## config.mk

```make
export PLATFORM = sky130hd
export DESIGN_NAME = sal_hdr_cfg_flat
export DESIGN_NICKNAME = d
export VERILOG_FILES = /design/src/rtl/sal_hdr_cfg_if.sv /design/src/rtl/sal_hdr_cfg.sv /design/src/flat_wrapper.sv
export SDC_FILE = /design/constraint.sdc
export NUM_CORES = 1
export LEC_CHECK = 0
export CELL_PAD_IN_SITES_DETAIL_PLACEMENT = 0
export CELL_PAD_IN_SITES_GLOBAL_PLACEMENT = 1
export CORE_MARGIN = 2
export CORE_UTILIZATION = 37
export DETAILED_ROUTE_END_ITERATION = 10
export MAX_ROUTING_LAYER = met4
export PLACE_DENSITY = 0.8
export SKIP_CTS_REPAIR_TIMING = 1
export SYNTH_ARGS = -nofsm -noshare
export SYNTH_HDL_FRONTEND = slang
export SYNTH_SLANG_ARGS = --single-unit
```

## constraint.sdc

```tcl
create_clock -name clk -period 4 [get_ports clk]
set_input_delay 1.2 -clock clk [delete_from_list [all_inputs] [get_ports clk]]
set_output_delay 1.2 -clock clk [all_outputs]
set_load 0.1 [all_outputs]
```

## src/rtl/sal_hdr_cfg_if.sv

```systemverilog
// APB slave bundle used by the header/DMA configuration block.
// It carries the 12-bit address and 32-bit data bus with zero-wait-state responses.
interface APB_IF;
    logic        psel;
    logic        penable;
    logic        pwrite;
    logic [11:0] paddr;
    logic [31:0] pwdata;
    logic [31:0] prdata;
    logic        pready;
    logic        pslverr;

    modport SLV (
        input  psel,
        input  penable,
        input  pwrite,
        input  paddr,
        input  pwdata,
        output prdata,
        output pready,
        output pslverr
    );

    modport MST (
        output psel,
        output penable,
        output pwrite,
        output paddr,
        output pwdata,
        input  prdata,
        input  pready,
        input  pslverr
    );
endinterface

```

## src/rtl/sal_hdr_cfg.sv

```systemverilog
// Per-channel packet header configuration with an APB register file and start/done handshake.
// Each channel owns a two-state transfer FSM, a done counter and one interrupt status bit.
module sal_hdr_cfg #(
    parameter int unsigned NUM_CH  = 4,
    parameter logic [31:0] VERSION = 32'h0002_0000
) (
    input  logic                  clk,
    input  logic                  rst_n,
    APB_IF.SLV                    apb_if,
    output logic [NUM_CH*3-1:0]   hdr_fmt_o,
    output logic [NUM_CH*5-1:0]   hdr_type_o,
    output logic [NUM_CH*3-1:0]   hdr_tc_o,
    output logic [NUM_CH*9-1:0]   hdr_length_o,
    output logic [NUM_CH*16-1:0]  hdr_reqid_o,
    output logic [NUM_CH*16-1:0]  hdr_cplid_o,
    output logic [NUM_CH-1:0]     ch_start_o,
    input  logic [NUM_CH-1:0]     ch_done_i,
    output logic                  irq_o
);

    typedef enum logic {StIdle, StBusy} ch_state_e;

    logic                     access;
    logic                     wr_en;
    logic                     rd_en;
    logic                     is_id;
    logic                     is_stat;
    logic                     is_en;
    logic                     map_err;
    logic [1:0]               ch_off;
    logic [NUM_CH-1:0]        ch_sel;
    logic [NUM_CH-1:0]        ch_err;
    logic [NUM_CH-1:0]        busy;
    logic [NUM_CH-1:0]        done_set;
    logic [NUM_CH-1:0]        w1c;
    logic [NUM_CH-1:0]        irq_stat_q;
    logic [NUM_CH-1:0]        irq_en_q;
    logic                     irq_q;
    logic [NUM_CH-1:0][31:0]  ch_rdata;
    logic [31:0]              rdata;

    assign access  = apb_if.psel & apb_if.penable;
    assign wr_en   = access & apb_if.pwrite;
    assign rd_en   = access & ~apb_if.pwrite;
    assign is_id   = (apb_if.paddr == 12'h000);
    assign is_stat = (apb_if.paddr == 12'h004);
    assign is_en   = (apb_if.paddr == 12'h008);
    assign ch_off  = apb_if.paddr[3:2];
    assign map_err = ~(is_id | is_stat | is_en | (|ch_sel));

    for (genvar c = 0; c < NUM_CH; c++) begin : g_ch
        ch_state_e   state_q;
        logic        start_q;
        logic [2:0]  fmt_q;
        logic [4:0]  type_q;
        logic [2:0]  tc_q;
        logic [8:0]  length_q;
        logic [15:0] reqid_q;
        logic [15:0] cplid_q;
        logic [15:0] cnt_q;
        logic        ctrl_wr;
        logic        hdr0_we;
        logic        hdr1_we;
        logic        start_go;
        logic        abort_req;

        // Channel window: 0x100 + 0x20*c, four word registers in the low 16 bytes.
        assign ch_sel[c] = (apb_if.paddr[11:8] == 4'h1) && (apb_if.paddr[7:5] == 3'(c)) &&
                           !apb_if.paddr[4] && (apb_if.paddr[1:0] == 2'b00);
        assign busy[c]   = (state_q == StBusy);
        assign ctrl_wr   = wr_en & ch_sel[c] & (ch_off == 2'd2);
        assign hdr0_we   = wr_en & ch_sel[c] & (ch_off == 2'd0) & ~busy[c];
        assign hdr1_we   = wr_en & ch_sel[c] & (ch_off == 2'd1) & ~busy[c];
        assign abort_req = ctrl_wr & apb_if.pwdata[1];
        assign start_go  = ctrl_wr & apb_if.pwdata[0] & ~apb_if.pwdata[1] & ~busy[c];
        assign done_set[c] = busy[c] & ch_done_i[c];

        // Header and START writes are refused while a transfer is in flight.
        assign ch_err[c] = busy[c] & ((wr_en & ch_sel[c] & ~ch_off[1]) |
                                      (ctrl_wr & apb_if.pwdata[0] & ~apb_if.pwdata[1]));

        assign ch_rdata[c] =
            (ch_off == 2'd0) ? {7'd0, length_q, 5'd0, tc_q, type_q, fmt_q} :
            (ch_off == 2'd1) ? {cplid_q, reqid_q} :
            (ch_off == 2'd3) ? {cnt_q, 15'd0, busy[c]} : 32'd0;

        assign hdr_fmt_o[3*c +: 3]      = fmt_q;
        assign hdr_type_o[5*c +: 5]     = type_q;
        assign hdr_tc_o[3*c +: 3]       = tc_q;
        assign hdr_length_o[9*c +: 9]   = length_q;
        assign hdr_reqid_o[16*c +: 16]  = reqid_q;
        assign hdr_cplid_o[16*c +: 16]  = cplid_q;
        assign ch_start_o[c]            = start_q;

        always_ff @(posedge clk or negedge rst_n) begin
            if (!rst_n) begin
                state_q  <= StIdle;
                start_q  <= 1'b0;
                fmt_q    <= '0;
                type_q   <= '0;
                tc_q     <= '0;
                length_q <= '0;
                reqid_q  <= '0;
                cplid_q  <= '0;
                cnt_q    <= '0;
            end else begin
                start_q <= start_go;
                if (hdr0_we) begin
                    fmt_q    <= apb_if.pwdata[2:0];
                    type_q   <= apb_if.pwdata[7:3];
                    tc_q     <= apb_if.pwdata[10:8];
                    length_q <= apb_if.pwdata[24:16];
                end
                if (hdr1_we) begin
                    reqid_q <= apb_if.pwdata[15:0];
                    cplid_q <= apb_if.pwdata[31:16];
                end
                case (state_q)
                    StIdle: begin
                        if (start_go) state_q <= StBusy;
                    end
                    StBusy: begin
                        // A completion in the same cycle as ABORT still counts as done.
                        if (ch_done_i[c]) begin
                            state_q <= StIdle;
                            cnt_q   <= cnt_q + 16'd1;
                        end else if (abort_req) begin
                            state_q <= StIdle;
                        end
                    end
                endcase
            end
        end
    end

    assign w1c = (wr_en & is_stat) ? apb_if.pwdata[NUM_CH-1:0] : '0;

    always_ff @(posedge clk or negedge rst_n) begin
        if (!rst_n) begin
            irq_stat_q <= '0;
            irq_en_q   <= '0;
            irq_q      <= 1'b0;
        end else begin
            irq_stat_q <= (irq_stat_q & ~w1c) | done_set;
            if (wr_en & is_en) irq_en_q <= apb_if.pwdata[NUM_CH-1:0];
            irq_q <= |(irq_stat_q & irq_en_q);
        end
    end

    always_comb begin
        rdata = '0;
        if (is_id) begin
            rdata = VERSION;
        end else if (is_stat) begin
            rdata[NUM_CH-1:0] = irq_stat_q;
        end else if (is_en) begin
            rdata[NUM_CH-1:0] = irq_en_q;
        end
        for (int c = 0; c < NUM_CH; c++) begin
            if (ch_sel[c]) rdata = ch_rdata[c];
        end
    end

    assign apb_if.prdata  = (rd_en & ~map_err) ? rdata : 32'd0;
    assign apb_if.pready  = 1'b1;
    assign apb_if.pslverr = access & (map_err | (|ch_err));
    assign irq_o          = irq_q;

endmodule

```

## src/flat_wrapper.sv

```systemverilog
// flat-port wrapper written by rule: the top's interface ports become plain ports
module sal_hdr_cfg_flat 
#(
    parameter int unsigned NUM_CH  = 4,
    parameter logic [31:0] VERSION = 32'h0002_0000
)
  (clk, rst_n, hdr_fmt_o, hdr_type_o, hdr_tc_o, hdr_length_o, hdr_reqid_o, hdr_cplid_o, ch_start_o, ch_done_i, irq_o, apb_if_psel, apb_if_penable, apb_if_pwrite, apb_if_paddr, apb_if_pwdata, apb_if_prdata, apb_if_pready, apb_if_pslverr);
  APB_IF apb_if_i ();
  input  logic clk;
  input  logic rst_n;
  output logic [NUM_CH*3-1:0] hdr_fmt_o;
  output logic [NUM_CH*5-1:0] hdr_type_o;
  output logic [NUM_CH*3-1:0] hdr_tc_o;
  output logic [NUM_CH*9-1:0] hdr_length_o;
  output logic [NUM_CH*16-1:0] hdr_reqid_o;
  output logic [NUM_CH*16-1:0] hdr_cplid_o;
  output logic [NUM_CH-1:0] ch_start_o;
  input  logic [NUM_CH-1:0] ch_done_i;
  output logic irq_o;
  input wire logic [$bits(apb_if_i.psel)-1:0] apb_if_psel;
  input wire logic [$bits(apb_if_i.penable)-1:0] apb_if_penable;
  input wire logic [$bits(apb_if_i.pwrite)-1:0] apb_if_pwrite;
  input wire logic [$bits(apb_if_i.paddr)-1:0] apb_if_paddr;
  input wire logic [$bits(apb_if_i.pwdata)-1:0] apb_if_pwdata;
  output wire logic [$bits(apb_if_i.prdata)-1:0] apb_if_prdata;
  output wire logic [$bits(apb_if_i.pready)-1:0] apb_if_pready;
  output wire logic [$bits(apb_if_i.pslverr)-1:0] apb_if_pslverr;
  assign apb_if_i.psel = apb_if_psel;
  assign apb_if_i.penable = apb_if_penable;
  assign apb_if_i.pwrite = apb_if_pwrite;
  assign apb_if_i.paddr = apb_if_paddr;
  assign apb_if_i.pwdata = apb_if_pwdata;
  assign apb_if_prdata = apb_if_i.prdata;
  assign apb_if_pready = apb_if_i.pready;
  assign apb_if_pslverr = apb_if_i.pslverr;
  sal_hdr_cfg #(.NUM_CH(NUM_CH), .VERSION(VERSION)) u_core (.clk(clk), .rst_n(rst_n), .apb_if(apb_if_i), .hdr_fmt_o(hdr_fmt_o), .hdr_type_o(hdr_type_o), .hdr_tc_o(hdr_tc_o), .hdr_length_o(hdr_length_o), .hdr_reqid_o(hdr_reqid_o), .hdr_cplid_o(hdr_cplid_o), .ch_start_o(ch_start_o), .ch_done_i(ch_done_i), .irq_o(irq_o));
endmodule
```

## Word level (Yosys, flattened, before mapping)

Index checks and enable logic that the tools add are counted.

- Register bits: 289
- Output and inout bits: 247
- Input port bits: 53

- Reduce and logical (&&, ||, !) cells: 24
- Bitwise logic cells: 79
- Equal/unequal tests: 9
- Mux-type cells: 38
- $add $sub $neg: 4

Operators with widths:

| kind | number |
|---|---|
| 2-to-1 mux 32 bit | 17 |
| adder 16 x 1 -> 16 bit (second input constant) | 4 |
| AND 1 bit | 59 |
| 2-to-1 mux 4 bit | 4 |
| 2-to-1 mux 14 bit | 1 |
| equality test 12 x 3 -> 1 bit (second input constant) | 1 |
| equality test 12 x 4 -> 1 bit (second input constant) | 1 |
| logical AND 1 bit | 12 |
| zero test 12 bit | 1 |
| 2-to-1 mux 1 bit | 12 |
| OR reduction 4 bit | 3 |
| AND 4 bit | 2 |
| NOT 1 bit | 8 |
| bitwise OR 1 bit | 8 |
| one-hot mux 1 bit (2 select lines) | 4 |
| AND reduction 2 bit | 4 |
| equality test 3 x 2 -> 1 bit (second input constant) | 2 |
| equality test 2 bit (second input constant) | 2 |
| equality test 4 x 1 -> 1 bit (second input constant) | 1 |
| zero test 2 bit | 2 |
| NOT 4 bit | 1 |
| bitwise OR 4 bit | 1 |
| equality test 3 x 1 -> 1 bit (second input constant) | 1 |
| zero test 3 bit | 1 |
| 2 further kinds | 2 |

## Logic depth before layout (Yosys ltp)

- Depth after elaboration: 13
- Mapped depth: 8
- Gate-level depth less buffers: 5

## Least setup slack after synthesis

OpenSTA, ideal clock, no wires.

- Path type: input port to output port
- Start: input apb_if_paddr[1]
- End: output apb_if_prdata[0]
- Arrival time: 7.112 ns
- Data required time: 2.800 ns
- Slack: -4.312 ns
- Stages: 6
- Cell sequence: or4_1 buf_4 buf_6 a211oi_1 nand2_1 a2111oi_0

- Cells in the longest elaborated chain, start to end: 9
- Elaborated cells on any way between the ends: 21
- Classes of those cells: eq/ne: 2; mux: 8; bitwise: 4; reduce/logical: 7

Ends and longest elaborated chain:

| what | line | RTL |
|---|---|---|
| from (decl) | flat_wrapper.sv:23 | `input wire logic [$bits(apb_if_i.paddr)-1:0] apb_if_paddr;` |
| equality test 12 x 4 -> 1 bit | sal_hdr_cfg.sv:47 | `assign is_en = (apb_if.paddr == 12'h008);` |
| 2-to-1 mux 4 bit | sal_hdr_cfg.sv:156 | `end else if (is_en) begin` |
| 2-to-1 mux 4 bit | sal_hdr_cfg.sv:154 | `end else if (is_stat) begin` |
| 2-to-1 mux 4 bit | sal_hdr_cfg.sv:152 | `if (is_id) begin` |
| 2-to-1 mux 32 bit (4 in a row) | sal_hdr_cfg.sv:160 | `if (ch_sel[c]) rdata = ch_rdata[c];` |
| 2-to-1 mux 32 bit (*) | sal_hdr_cfg.sv:164 | `assign apb_if.prdata = (rd_en & ~map_err) ? rdata : 32'd0;` |
| to (decl) | flat_wrapper.sv:25 | `output wire logic [$bits(apb_if_i.prdata)-1:0] apb_if_prdata;` |

Mark *: on every way between the ends. The rest lies on a longest branch, timed or not.

## Worst setup path after layout

- Start: input apb_if_paddr[7]
- End: output apb_if_prdata[14]

- Cells in the longest elaborated chain, start to end: 9
- Elaborated cells on any way between the ends: 29
- Classes of those cells: eq/ne: 5; mux: 5; bitwise: 4; reduce/logical: 15

Ends and longest elaborated chain:

| what | line | RTL |
|---|---|---|
| zero test 3 bit | sal_hdr_cfg.sv:68 | `assign ch_sel[c] = (apb_if.paddr[11:8] == 4'h1) && (apb_if.paddr[7:5] == 3'(c)) &&` |
| logical AND 1 bit (2 in a row) | sal_hdr_cfg.sv:68 |  |
| logical AND 1 bit | sal_hdr_cfg.sv:69 | `!apb_if.paddr[4] && (apb_if.paddr[1:0] == 2'b00);` |
| 2-to-1 mux 32 bit (4 in a row) | sal_hdr_cfg.sv:160 |  |
| 2-to-1 mux 32 bit (*) | sal_hdr_cfg.sv:164 |  |

Marks and branches as above.

==> impl_metrics.prom <==
# TYPE chip_impl_metric gauge
chip_impl_info{name="status",value="finished with violations"} 1
chip_impl_info{name="violations_in_the_final_reports",value="negative setup slack"} 1
chip_impl_metric{name="first_pass_iters",unit=""} 7
chip_impl_info{name="synth.cells.most_frequent",value="289 x sky130_fd_sc_hd__dfrtp_1, 233 x sky130_fd_sc_hd__mux2_2, 57 x sky130_fd_sc_hd__mux2i_1, 44 x sky130_fd_sc_hd__xnor2_1, 41 x sky130_fd_sc_hd__nand2_1"} 1
chip_impl_metric{name="final.min_clock_period",unit="ns"} 4.43
chip_impl_metric{name="routedWlPerCell",unit="um"} 24.2
chip_impl_metric{name="worst-slew-pin-transition",unit="ns"} 1.01
chip_impl_metric{name="pin_count",unit=""} 300
chip_impl_metric{name="design.die.area",unit="sq um"} 39800
chip_impl_metric{name="area_of_the_placeable_core",unit="sq um"} 37700
chip_impl_metric{name="worstPathArrival",unit="ns"} 3.23
chip_impl_metric{name="synth_area",unit="sq um"} 14200
chip_impl_metric{name="via_count",unit=""} 10964
chip_impl_metric{name="final_ws_setup",unit="ns"} -0.433
chip_impl_metric{name="wl_met3",unit="mm"} 3.16
chip_impl_info{name="min-delay-path-class",value="register to register"} 1
chip_impl_metric{name="yosysTopAreaCellShare",unit="%"} 51.1
chip_impl_info{name="synth_top_flop_cell",value="sky130_fd_sc_hd__dfrtp_1"} 1
chip_impl_metric{name="vdd.ir_drop.worst",unit="uV"} 329
chip_impl_info{name="root_buffer",value="sky130_fd_sc_hd__clkbuf_16"} 1
chip_impl_metric{name="globalRouteOverflowTotal",unit=""} 0
chip_impl_metric{name="clkLatencyLatePin",unit="ns"} 0.53
chip_impl_metric{name="finalWirelength",unit="mm"} 49.1
chip_impl_metric{name="crit_required",unit="ns"} 2.80
chip_impl_metric{name="drtAntennaViolNets",unit=""} 0
chip_impl_info{name="timing.critical_path.to_type",value="output port"} 1
chip_impl_metric{name="hpwl",unit="mm"} 35.7
chip_impl_metric{name="grt_start_max_net_pins",unit=""} 73
chip_impl_metric{name="detailed_place.area",unit="sq um"} 19000
chip_impl_info{name="critPathKind",value="primary input to output port"} 1
chip_impl_info{name="unrepaired_setup_endpoints_after_global_routing",value="true"} 1
chip_impl_metric{name="drc",unit=""} 0
chip_impl_metric{name="detailroute.wirelength.met2",unit="mm"} 23.4
chip_impl_metric{name="fraction_of_layout_cells_with_a_size_suffix_above_1",unit="%"} 46.0
chip_impl_metric{name="timing.final.crit_share",unit="%"} 111
chip_impl_info{name="cp_max_delay_cell",value="sky130_fd_sc_hd__or4b_4"} 1
chip_impl_metric{name="max_slew_margin",unit="%"} 32.6
chip_impl_metric{name="cp_slowest_stage_delay",unit="ns"} 0.59
chip_impl_metric{name="post-route-cell-area",unit="sq um"} 20300
chip_impl_metric{name="grt_first_pass_wirelength",unit="mm"} 72.2
chip_impl_metric{name="synth_seq_cells",unit=""} 289
chip_impl_info{name="tritoncts",value="done"} 1
chip_impl_metric{name="start_util",unit="%"} 37.6
chip_impl_metric{name="synth.yosys.seq_area_share",unit="%"} 51.1
chip_impl_metric{name="area_delta_synth_final",unit="%"} 43.3
chip_impl_metric{name="die_y",unit="um"} 200
chip_impl_metric{name="placement.io_buffers",unit=""} 298
chip_impl_metric{name="setup_viol_count_final",unit=""} 33
chip_impl_metric{name="synth_async_sr_flop_share",unit="%"} 100
chip_impl_metric{name="numPlacedInstances",unit=""} 1956
chip_impl_metric{name="timing_hold_violations_final",unit=""} 0
chip_impl_metric{name="grt_antenna_before_repair",unit=""} 2
chip_impl_metric{name="post_layout_nonfiller_instances",unit=""} 2028
chip_impl_metric{name="fmaxAchievable",unit="MHz"} 226
chip_impl_metric{name="clock_sinks",unit=""} 289
chip_impl_metric{name="path_max_fanout",unit=""} 4
chip_impl_metric{name="max-cap-violations",unit=""} 0
chip_impl_info{name="synth_area_leader_cell",value="sky130_fd_sc_hd__dfrtp_1"} 1
chip_impl_metric{name="finalMaxSlewViolations",unit=""} 0
chip_impl_metric{name="totalNegativeSetupSlack",unit="ns"} -8.84
chip_impl_info{name="top_layer",value="met4"} 1
chip_impl_metric{name="clock_path_buffers",unit=""} 3
chip_impl_metric{name="finalWeightedCongestion",unit=""} 0.903
chip_impl_metric{name="yosys_warnings",unit=""} 0
chip_impl_info{name="yosys.cell_count.top_type",value="sky130_fd_sc_hd__dfrtp_1"} 1
chip_impl_metric{name="pre_cts_slack",unit="ns"} -0.834
chip_impl_metric{name="synth-edff-count",unit=""} 0
chip_impl_info{name="startpoint_type_of_the_worst_setup_path",value="primary input"} 1
chip_impl_metric{name="cts-htree-levels",unit=""} 2
chip_impl_metric{name="drt_iter0_drc",unit=""} 688
chip_impl_metric{name="die_w",unit="um"} 200
chip_impl_metric{name="rows",unit=""} 71
chip_impl_metric{name="postSynthCellCount",unit=""} 1098
chip_impl_info{name="timing.critical_path.cells",value="buf_6 > or4_4 > or4b_4 > nand3b_1 > buf_6 > nor2b_4 > buf_12"} 1
chip_impl_metric{name="clock_buffers_created_by_tritoncts",unit=""} 35
chip_impl_metric{name="grtUsageTotal",unit="%"} 25.3
chip_impl_metric{name="synth.avg_cell_area",unit="sq um"} 12.9
chip_impl_metric{name="synth.distinct_cells",unit=""} 68
chip_impl_metric{name="leakage",unit="nW"} 9.56
chip_impl_metric{name="wl_met1",unit="mm"} 20.9
chip_impl_info{name="synth.top_cells.by_area",value="sky130_fd_sc_hd__dfrtp_1 51%, sky130_fd_sc_hd__mux2_2 19%, sky130_fd_sc_hd__mux2i_1 4.0%, sky130_fd_sc_hd__mux4_2 3.0%, sky130_fd_sc_hd__xnor2_1 2.7%"} 1
chip_impl_metric{name="pwr_density_cell",unit="nW/um^2"} 316
chip_impl_metric{name="pnr_total_power",unit="mW"} 6.40
chip_impl_metric{name="finalClockSkew",unit="ns"} 0.0138
chip_impl_metric{name="layout.nets",unit=""} 1546
chip_impl_info{name="timing.critical_path.mode_cell",value="sky130_fd_sc_hd__buf_6"} 1
chip_impl_metric{name="syn-num-nets",unit=""} 1155
chip_impl_metric{name="grt_pass1_vias",unit=""} 11203
chip_impl_metric{name="worst_setup_hold_path_clk_slew",unit="ns"} 0.05
chip_impl_metric{name="detail_route.vias_per_cell",unit=""} 5.41
per-stage QoR:
step	util, %	hold WS [ns]
floorplan	-	0.436
global placement	50.4	0.454
detailed placement	50.4	0.462
CTS	53.3	0.471
global route	53.8	0.488
finish	53.8	0.473
per-layer routing:
metal	track usage, %	vias to the layer above
met5	-	-
li1	-	4873
met4	9.11	0
met3	5.79	95
met2	39.0	375
met1	32.8	5621
registers in the layout, summed over array words and instances (netlist names):
register	cells
u_core.irq_en_q	4
u_core.g_ch.length_q	36
u_core.g_ch.cnt_q	64
u_core.irq_stat_q	4
u_core.g_ch.type_q	20
u_core.g_ch.start_q	4
u_core.g_ch.state_q	4
u_core.g_ch.fmt_q	12
u_core.g_ch.cplid_q	64
u_core.g_ch.reqid_q	64
u_core.g_ch.tc_q	12
u_core.irq_o	1
placed cells by master, fill, tap and decap left out, types with 6 or more instances in the layout:
master / count
sky130_fd_sc_hd__a2111oi_4: 6
sky130_fd_sc_hd__a21oi_1: 20
sky130_fd_sc_hd__a221o_1: 14
sky130_fd_sc_hd__a221oi_1: 6
sky130_fd_sc_hd__a221oi_4: 7
sky130_fd_sc_hd__a2bb2oi_1: 13
sky130_fd_sc_hd__and3_1: 12
sky130_fd_sc_hd__buf_12: 49
sky130_fd_sc_hd__buf_4: 252
sky130_fd_sc_hd__buf_6: 10
sky130_fd_sc_hd__clkbuf_1: 11
sky130_fd_sc_hd__clkbuf_16: 36
sky130_fd_sc_hd__clkbuf_8: 7
sky130_fd_sc_hd__clkdlybuf4s50_1: 105
sky130_fd_sc_hd__clkinv_2: 6
sky130_fd_sc_hd__dfrtp_1: 289
sky130_fd_sc_hd__inv_1: 11
sky130_fd_sc_hd__mux2_2: 233
sky130_fd_sc_hd__mux2i_1: 57
sky130_fd_sc_hd__mux4_2: 19
sky130_fd_sc_hd__nand2_1: 38
sky130_fd_sc_hd__nand3_1: 27
sky130_fd_sc_hd__nand3_2: 6
sky130_fd_sc_hd__nand3b_1: 8
sky130_fd_sc_hd__nand4_1: 23
sky130_fd_sc_hd__nor2_1: 30
sky130_fd_sc_hd__nor3_1: 11
sky130_fd_sc_hd__o21ai_0: 15
sky130_fd_sc_hd__o22ai_4: 13
sky130_fd_sc_hd__xnor2_1: 44
sky130_fd_sc_hd__xor2_1: 16
where the power goes:
group          switching (mW)  internal [mW]  leakage (nW)
clock network            1.27           1.79         0.542
logic                   0.259          0.155          5.00
registers             0.00257           2.93          4.02
cell families after synthesis:
kind of cell    Yosys count  share of synthesized area (%)
compound gates          129                           6.77
xor+xnor                 60                           3.71
fa+ha+maj                 4                          0.354
buf+inv                  86                           3.12
flops                   289                           51.1
mux                     315                           26.1
other cells               1                         0.0265
simple gates            214                           8.78
final timing paths:
path                                                from  slack [ns]  cells past startpoint                        end
worst min-delay path            u_core.g_ch[0].cnt_q[15]        0.47                      1   u_core.g_ch[0].cnt_q[15]
worst min register to register  u_core.g_ch[0].cnt_q[15]        0.47                      1   u_core.g_ch[0].cnt_q[15]
worst max-delay path                     apb_if_paddr[7]       -0.43                      7          apb_if_prdata[14]
max in group asynchronous                          rst_n        2.42                      2  u_core.g_ch[1].reqid_q[9]
min in group asynchronous                          rst_n        0.63                      1   u_core.g_ch[3].cnt_q[11]
worst max register to register   u_core.g_ch[1].cnt_q[0]        2.07                      5   u_core.g_ch[1].cnt_q[12]
critical path: cells and delay by family:
kind / cells / cell delay, ns
simple gates: 4 / 1.55
buf+inv: 3 / 0.46
area by class of cell:
cell class,instances,area (sq um)
multi-input cells,723,7100
repair buffers,429,4160
clock buffers,54,1040
inverters,11,41.3
flip-flops and latches,289,7230
clock inverters,9,62.6
fillers,3274,17400
diodes,2,5.00
well taps,511,639
Note: power is estimated with default switching activity, not from simulation.
==> RTL edit 1, RTL diff (same flow settings) <==
`NUM_CH` is set to 4 in 2 places; all go to 2.
--- a/src/rtl/sal_hdr_cfg.sv
+++ b/src/rtl/sal_hdr_cfg.sv
@@ -1,7 +1,7 @@
 // Per-channel packet header configuration with an APB register file and start/done handshake.
 // Each channel owns a two-state transfer FSM, a done counter and one interrupt status bit.
 module sal_hdr_cfg #(
-    parameter int unsigned NUM_CH  = 4,
+    parameter int unsigned NUM_CH  = 2,
     parameter logic [31:0] VERSION = 32'h0002_0000
 ) (
     input  logic                  clk,
--- a/src/flat_wrapper.sv
+++ b/src/flat_wrapper.sv
@@ -1,7 +1,7 @@
 // flat-port wrapper written by rule: the top's interface ports become plain ports
 module sal_hdr_cfg_flat 
 #(
-    parameter int unsigned NUM_CH  = 4,
+    parameter int unsigned NUM_CH  = 2,
     parameter logic [31:0] VERSION = 32'h0002_0000
 )
   (clk, rst_n, hdr_fmt_o, hdr_type_o, hdr_tc_o, hdr_length_o, hdr_reqid_o, hdr_cplid_o, ch_start_o, ch_done_i, irq_o, apb_if_psel, apb_if_penable, apb_if_pwrite, apb_if_paddr, apb_if_pwdata, apb_if_prdata, apb_if_pready, apb_if_pslverr);
Ports: changed (8 resized); port bits go from 300 to 192. No check against the original RTL was run, so the function may have changed too.
==> RTL edit 1 against the unedited design <==
The run still ends with setup timing left. Non-clock buffer count decreased by 179. Design area decreased by 46%. Setup slack improved by 0.31 ns. Routed wire length decreased by 57%. Utilization increased by 4.6 points. Area after synthesis decreased by 50%. Register-to-register slack got worse by 0.06 ns. Total power decreased by 47%. Combinational power decreased by 48%. Maximum frequency increased by 7.6%. Sequential cell count decreased by 144. Synthesized cell count decreased by 50%. Highest routed layer unchanged.
==> RTL edit 1: results (changes against the unedited design) <==
[logic_synthesis]
synthTopCellsByCount=dfrtp_1 (145), mux2_2 (106), nor2_1 (31)
synth_xor_area_share_pct=3.722  ; +0.0095 points
yosysSeqAreaShare_pct=51.40  ; +0.31 points
netlist_top_cells_area=dfrtp_1 (51%), mux2_2 (17%), mux4_2 (5.1%), mux2i_1 (3.8%), xnor2_1 (2.7%)
synth_fa_ha_area_share_pct=0.3545  ; +0.00091 points
synth_compound_area_share_pct=5.087  ; -1.7 points
muxShareOfSynthArea_pct=26.16  ; about the same

[placed_design]
place_congestion=0.8764  ; -2.9%
dp_slack_ns=-0.5370  ; +0.2967 ns
io_buffers=190  ; -36%
hpwlAfterDp_um=15130  ; -58%
place_inst=992  ; -49%

[global_routing]
grt_max_degree=79  ; +8.2%
grt_use_met2_pct=35.21  ; -3.7 points
grt_usage_pct=22.26  ; -3.0 points
grt_pass1_wl_um=33590  ; -53%
antenna_found_initial=0  ; -2
grt_pass1_vias=6052  ; -46%
grt_use_met3_pct=3.970  ; -1.8 points

[sta]
tightest_slew_ns=1.035  ; +0.02660 ns
finalSetupViolations=31  ; -6.1%
tns_ns=-1.911  ; +6.928 ns
postLayoutSetupSlackWorst_ns=-0.1195  ; +0.3132 ns

[drt]
wl_met1_um=9272  ; -56%
vias=5445  ; -50%
dr_wl_met2_um=10560  ; -55%
wl_met3_um=998  ; -68%
wl_per_cell_um=20.69  ; -15%

[cells_and_area]
seq_cell_count=145  ; -50%
multi_input_area_share_pct=32.90  ; -2.1 points
n_clock_buffer=18  ; -67%
nFillCells=1482  ; -55%
drive_gt1_share_pct=41.76  ; -4.2 points
reg.largest.list=u_core.g_ch.cnt_q (32), u_core.g_ch.cplid_q (32), u_core.g_ch.reqid_q (32)
comb.multi_input.count=360  ; -50%
finalInstanceArea_um2=10930  ; -46%
clock_cell_area_share_pct=5.873  ; +0.44 points
antennaDiodeCount=0  ; -2
fin_nets=835  ; -46%

[cts]
cts_buffers=17  ; -51%
clock_latency_ns=0.42  ; -0.11 ns
clockBufferDepth=2  ; -1
htree_levels=4  ; +2

[pwr]
powerClk_mw=1.73  ; -43%
max-vdd-ir-drop_mv=0.2976  ; -9.6%
leakage_nw=4.867  ; -49%
p_comb_share_pct=6.3  ; -0.2 points
powerComb_mw=0.215  ; -48%
power.switching_mw=0.7504  ; -51%

[critical_path]
cp_max_fo=5  ; +1
crit_slowest_cell=or4_4
arrival_ns=2.92  ; -0.31 ns

[floorplanning]
rows=50  ; -30%

[status]
status=finished with violations
violations=setup timing

## RTL edit 1: cell count changes after synthesis, moves of 21 or more
cell	before	now
mux2_2	233	106
dfrtp_1	289	145
mux2i_1	57	27
xnor2_1	44	22
clkbuf_1	30	9
nand2_1	41	20
## RTL edit 1: worst paths after layout
kind / slack [ns] / endpoint / from / depth (start not counted)
max reg2reg: 2.01 / u_core.g_ch[0].fmt_q[2] / u_core.g_ch[0].state_q / 5
max: -0.12 / apb_if_prdata[6] / apb_if_paddr[7] / 7
min reg2reg: 0.49 / u_core.g_ch[0].cnt_q[15] / u_core.g_ch[0].cnt_q[15] / 1
max in group asynchronous: 2.33 / u_core.g_ch[0].cnt_q[11] / rst_n / 2
min in group asynchronous: 0.82 / u_core.g_ch[0].reqid_q[3] / rst_n / 1
min: 0.49 / u_core.g_ch[0].cnt_q[15] / u_core.g_ch[0].cnt_q[15] / 1
==> RTL edit 2, RTL diff (config.mk and constraints unchanged) <==
Made on the original files. Register the output `irq_o` once more, cleared by the reset; this adds one clock of latency there. The other outputs are not delayed to match.
--- a/src/rtl/sal_hdr_cfg.sv
+++ b/src/rtl/sal_hdr_cfg.sv
@@ -164,7 +164,13 @@
     assign apb_if.prdata  = (rd_en & ~map_err) ? rdata : 32'd0;
     assign apb_if.pready  = 1'b1;
     assign apb_if.pslverr = access & (map_err | (|ch_err));
-    assign irq_o          = irq_q;
+    always_ff @(posedge clk or negedge rst_n) begin
+        if (!rst_n) begin
+            irq_o <= '0;
+        end else begin
+            irq_o <= irq_q;
+        end
+    end
 
 endmodule
 
Formal check against the unedited RTL: not equivalent (a bounded check fails within 4 cycles, from zero or initial values and one cycle with rst_n low).
==> RTL edit 2 against the unedited design <==
The flow still finishes with violations (setup timing). Area after synthesis up 0.59%. Sequential cell count up 1. Total power increased by 1.2%. Final cell count up 2.1%. Non-clock buffer count decreased by 3. Routed wire length rose by 1.2%. Die area grew 0.58%. Sequential power about the same. Hold slack lost 0.12 ns. Setup slack gained 0.058 ns. Design area is 1.5% higher. Combinational power up 2%. Largest cell class unchanged. Highest routed layer unchanged.
==> RTL edit 2: results (changes against the unedited design) <==
[cts]
clockBufferDepth=3  ; unchanged
clk_pin_slew_ns=0.06
clk_root_buffer_cell=clkbuf_16
cts_buffers=31  ; -11%
htree_levels=1  ; -1
clock_latency_ns=0.59  ; +0.06 ns

[cells_and_area]
reg.largest.list=u_core.g_ch.cnt_q (64), u_core.g_ch.cplid_q (64), u_core.g_ch.reqid_q (64)
fin_nets=1594  ; +3.1%
finalInstanceArea_um2=20570  ; +1.5%
antennaDiodeCount=0  ; -2
drive_gt1_share_pct=42.12  ; -3.9 points

[sta]
finalSetupViolations=32  ; -3.0%
tightest_slew_ns=1.027  ; +0.01816 ns
skew_ns=0.01843  ; +0.004645 ns
postLayoutSetupSlackWorst_ns=-0.3749  ; +0.05781 ns
tns_ns=-10.16  ; -1.318 ns
slew_viol_final=0  ; unchanged

[global_routing]
met1_usage_pct=32.89  ; +0.072 points
grt_usage_pct=25.09  ; -0.22 points
grt_max_degree=98  ; +34%
grt_pass1_wl_um=74840  ; +3.7%
antenna_found_initial=1  ; -1
grt_use_met3_pct=6.167  ; +0.38 points
grt_use_met2_pct=37.69  ; -1.3 points
grt_pass1_vias=11660  ; +4.1%

[placed_design]
placed_area_um2=19110  ; +0.71%
place_inst=2007  ; +2.6%
place_congestion=0.9176  ; +1.7%
hpwlAfterDp_um=36310  ; +1.7%
io_buffers=298  ; unchanged

[logic_synthesis]
netlist_top_cells_area=dfrtp_1 (51%), mux2_2 (18%), mux2i_1 (5.6%), xnor2_1 (2.5%), mux4_2 (1.7%)
syn_avg_cell_area_um2=12.26  ; -4.9%
synthTopCellsByCount=dfrtp_1 (290), mux2_2 (229), mux2i_1 (79)
yosysUniqueCellTypes=61  ; -10%
synthArstFlopShare_pct=100.0  ; unchanged
yosysWarnings=0  ; unchanged
syn_nets=1218  ; +5.5%
yosysSeqAreaShare_pct=50.97  ; -0.13 points

[worst_hold_path]
min_path_type=reg2reg

[drt]
vias=11290  ; +3.0%
first_pass_iters=5  ; -2
wl_per_cell_um=24.00  ; -0.86%
wirelength_um=49700  ; +1.2%
drtIter0Drc=590  ; -14%

[status]
status=finished with violations
violations=setup timing

[critical_path]
cp_max_fo=5  ; +1
arrival_ns=3.17  ; -0.06 ns

[pwr]
max-vdd-ir-drop_mv=0.3281  ; -0.32%
leakage_nw=9.675  ; +1.2%

[RTL edit 2: cell count changes after synthesis, sizes merged, moves of 6 or more]
cell	delta
mux2i	+22
o21ai	+22
nor3	+15
a221o	-13
a2bb2oi	-13
o211ai	+13
a22oi	+12
clkbuf	+11
o2bb2ai	+10
mux4	-8
nand3	+7
a21oi	-6
mux2	-6
[RTL edit 2: report_power, final]
part	switching, mW	internal (mW)	total, mW
Sequential	0.00243	2.94	2.94
Clock	1.23	1.89	3.12
Combinational	0.270	0.154	0.424
Total	1.50	4.98	6.48
[RTL edit 2: kinds of logic (layout without fill, tap and decap cells)]
kind of cell    Yosys count  after routing  share of synthesized area [%]
mux                     323            323                          25.72
flops                   290            290                          50.97
simple gates            235            235                          8.858
compound gates          155            155                          7.548
buf+inv                  93            492                          2.838
xor+xnor                 60             60                          3.691
fa+ha+maj                 4              4                         0.3515
other cells               1              1                        0.02634
[RTL edit 2: path summary, 6_finish.rpt]
check	from	depth (start not counted)	end	slack (ns)
setup / recovery	apb_if_paddr[7]	8	apb_if_prdata[1]	-0.37
hold / removal	u_core.irq_q	0	u_core.irq_o	0.35
setup reg to reg	u_core.g_ch[2].state_q	4	u_core.g_ch[2].cnt_q[15]	1.82
hold reg to reg	u_core.irq_q	0	u_core.irq_o	0.35
max in group asynchronous	rst_n	2	u_core.g_ch[0].cnt_q[6]	2.48
min in group asynchronous	rst_n	1	u_core.g_ch[3].type_q[2]	0.61
[RTL edit 2: area by class of cell]
type,instances,area (um2)
fillers,3171,17180
well taps,511,639.4
clock inverters,12,227.7
clock buffers,44,864.6
multi-input cells,778,7218
inverters,10,37.54
flip-flops and latches,290,7257
repair buffers,426,4329
[RTL edit 2: metrics by stage]
step | setup WS (ns) | total power [mW] | utilization, %
after floorplan | -0.7559 | 3.153 | -
after global placement | -0.8329 | 3.409 | 50.63
after detailed placement | -0.8341 | 3.411 | 50.63
after CTS | -0.8444 | 6.538 | 53.52
after global routing | -0.4252 | 6.692 | 54.49
final | -0.3749 | 6.479 | 54.49
[RTL edit 2: layer usage]
metal / part of all wire, % / up-vias
met5: 0 / -
li1: - / 5042
met1: 43 / 5747
met3: 7.1 / 110
met4: 4.1 / 0
met2: 46 / 391
[RTL edit 2: critical path, stage by stage]
cell,delay [ns]
buf_6,0.09
or4_4,0.61
a2111oi_4,0.31
buf_6,0.22
buf_12,0.15
o21ai_4,0.06
a211oi_4,0.30
buf_12,0.22
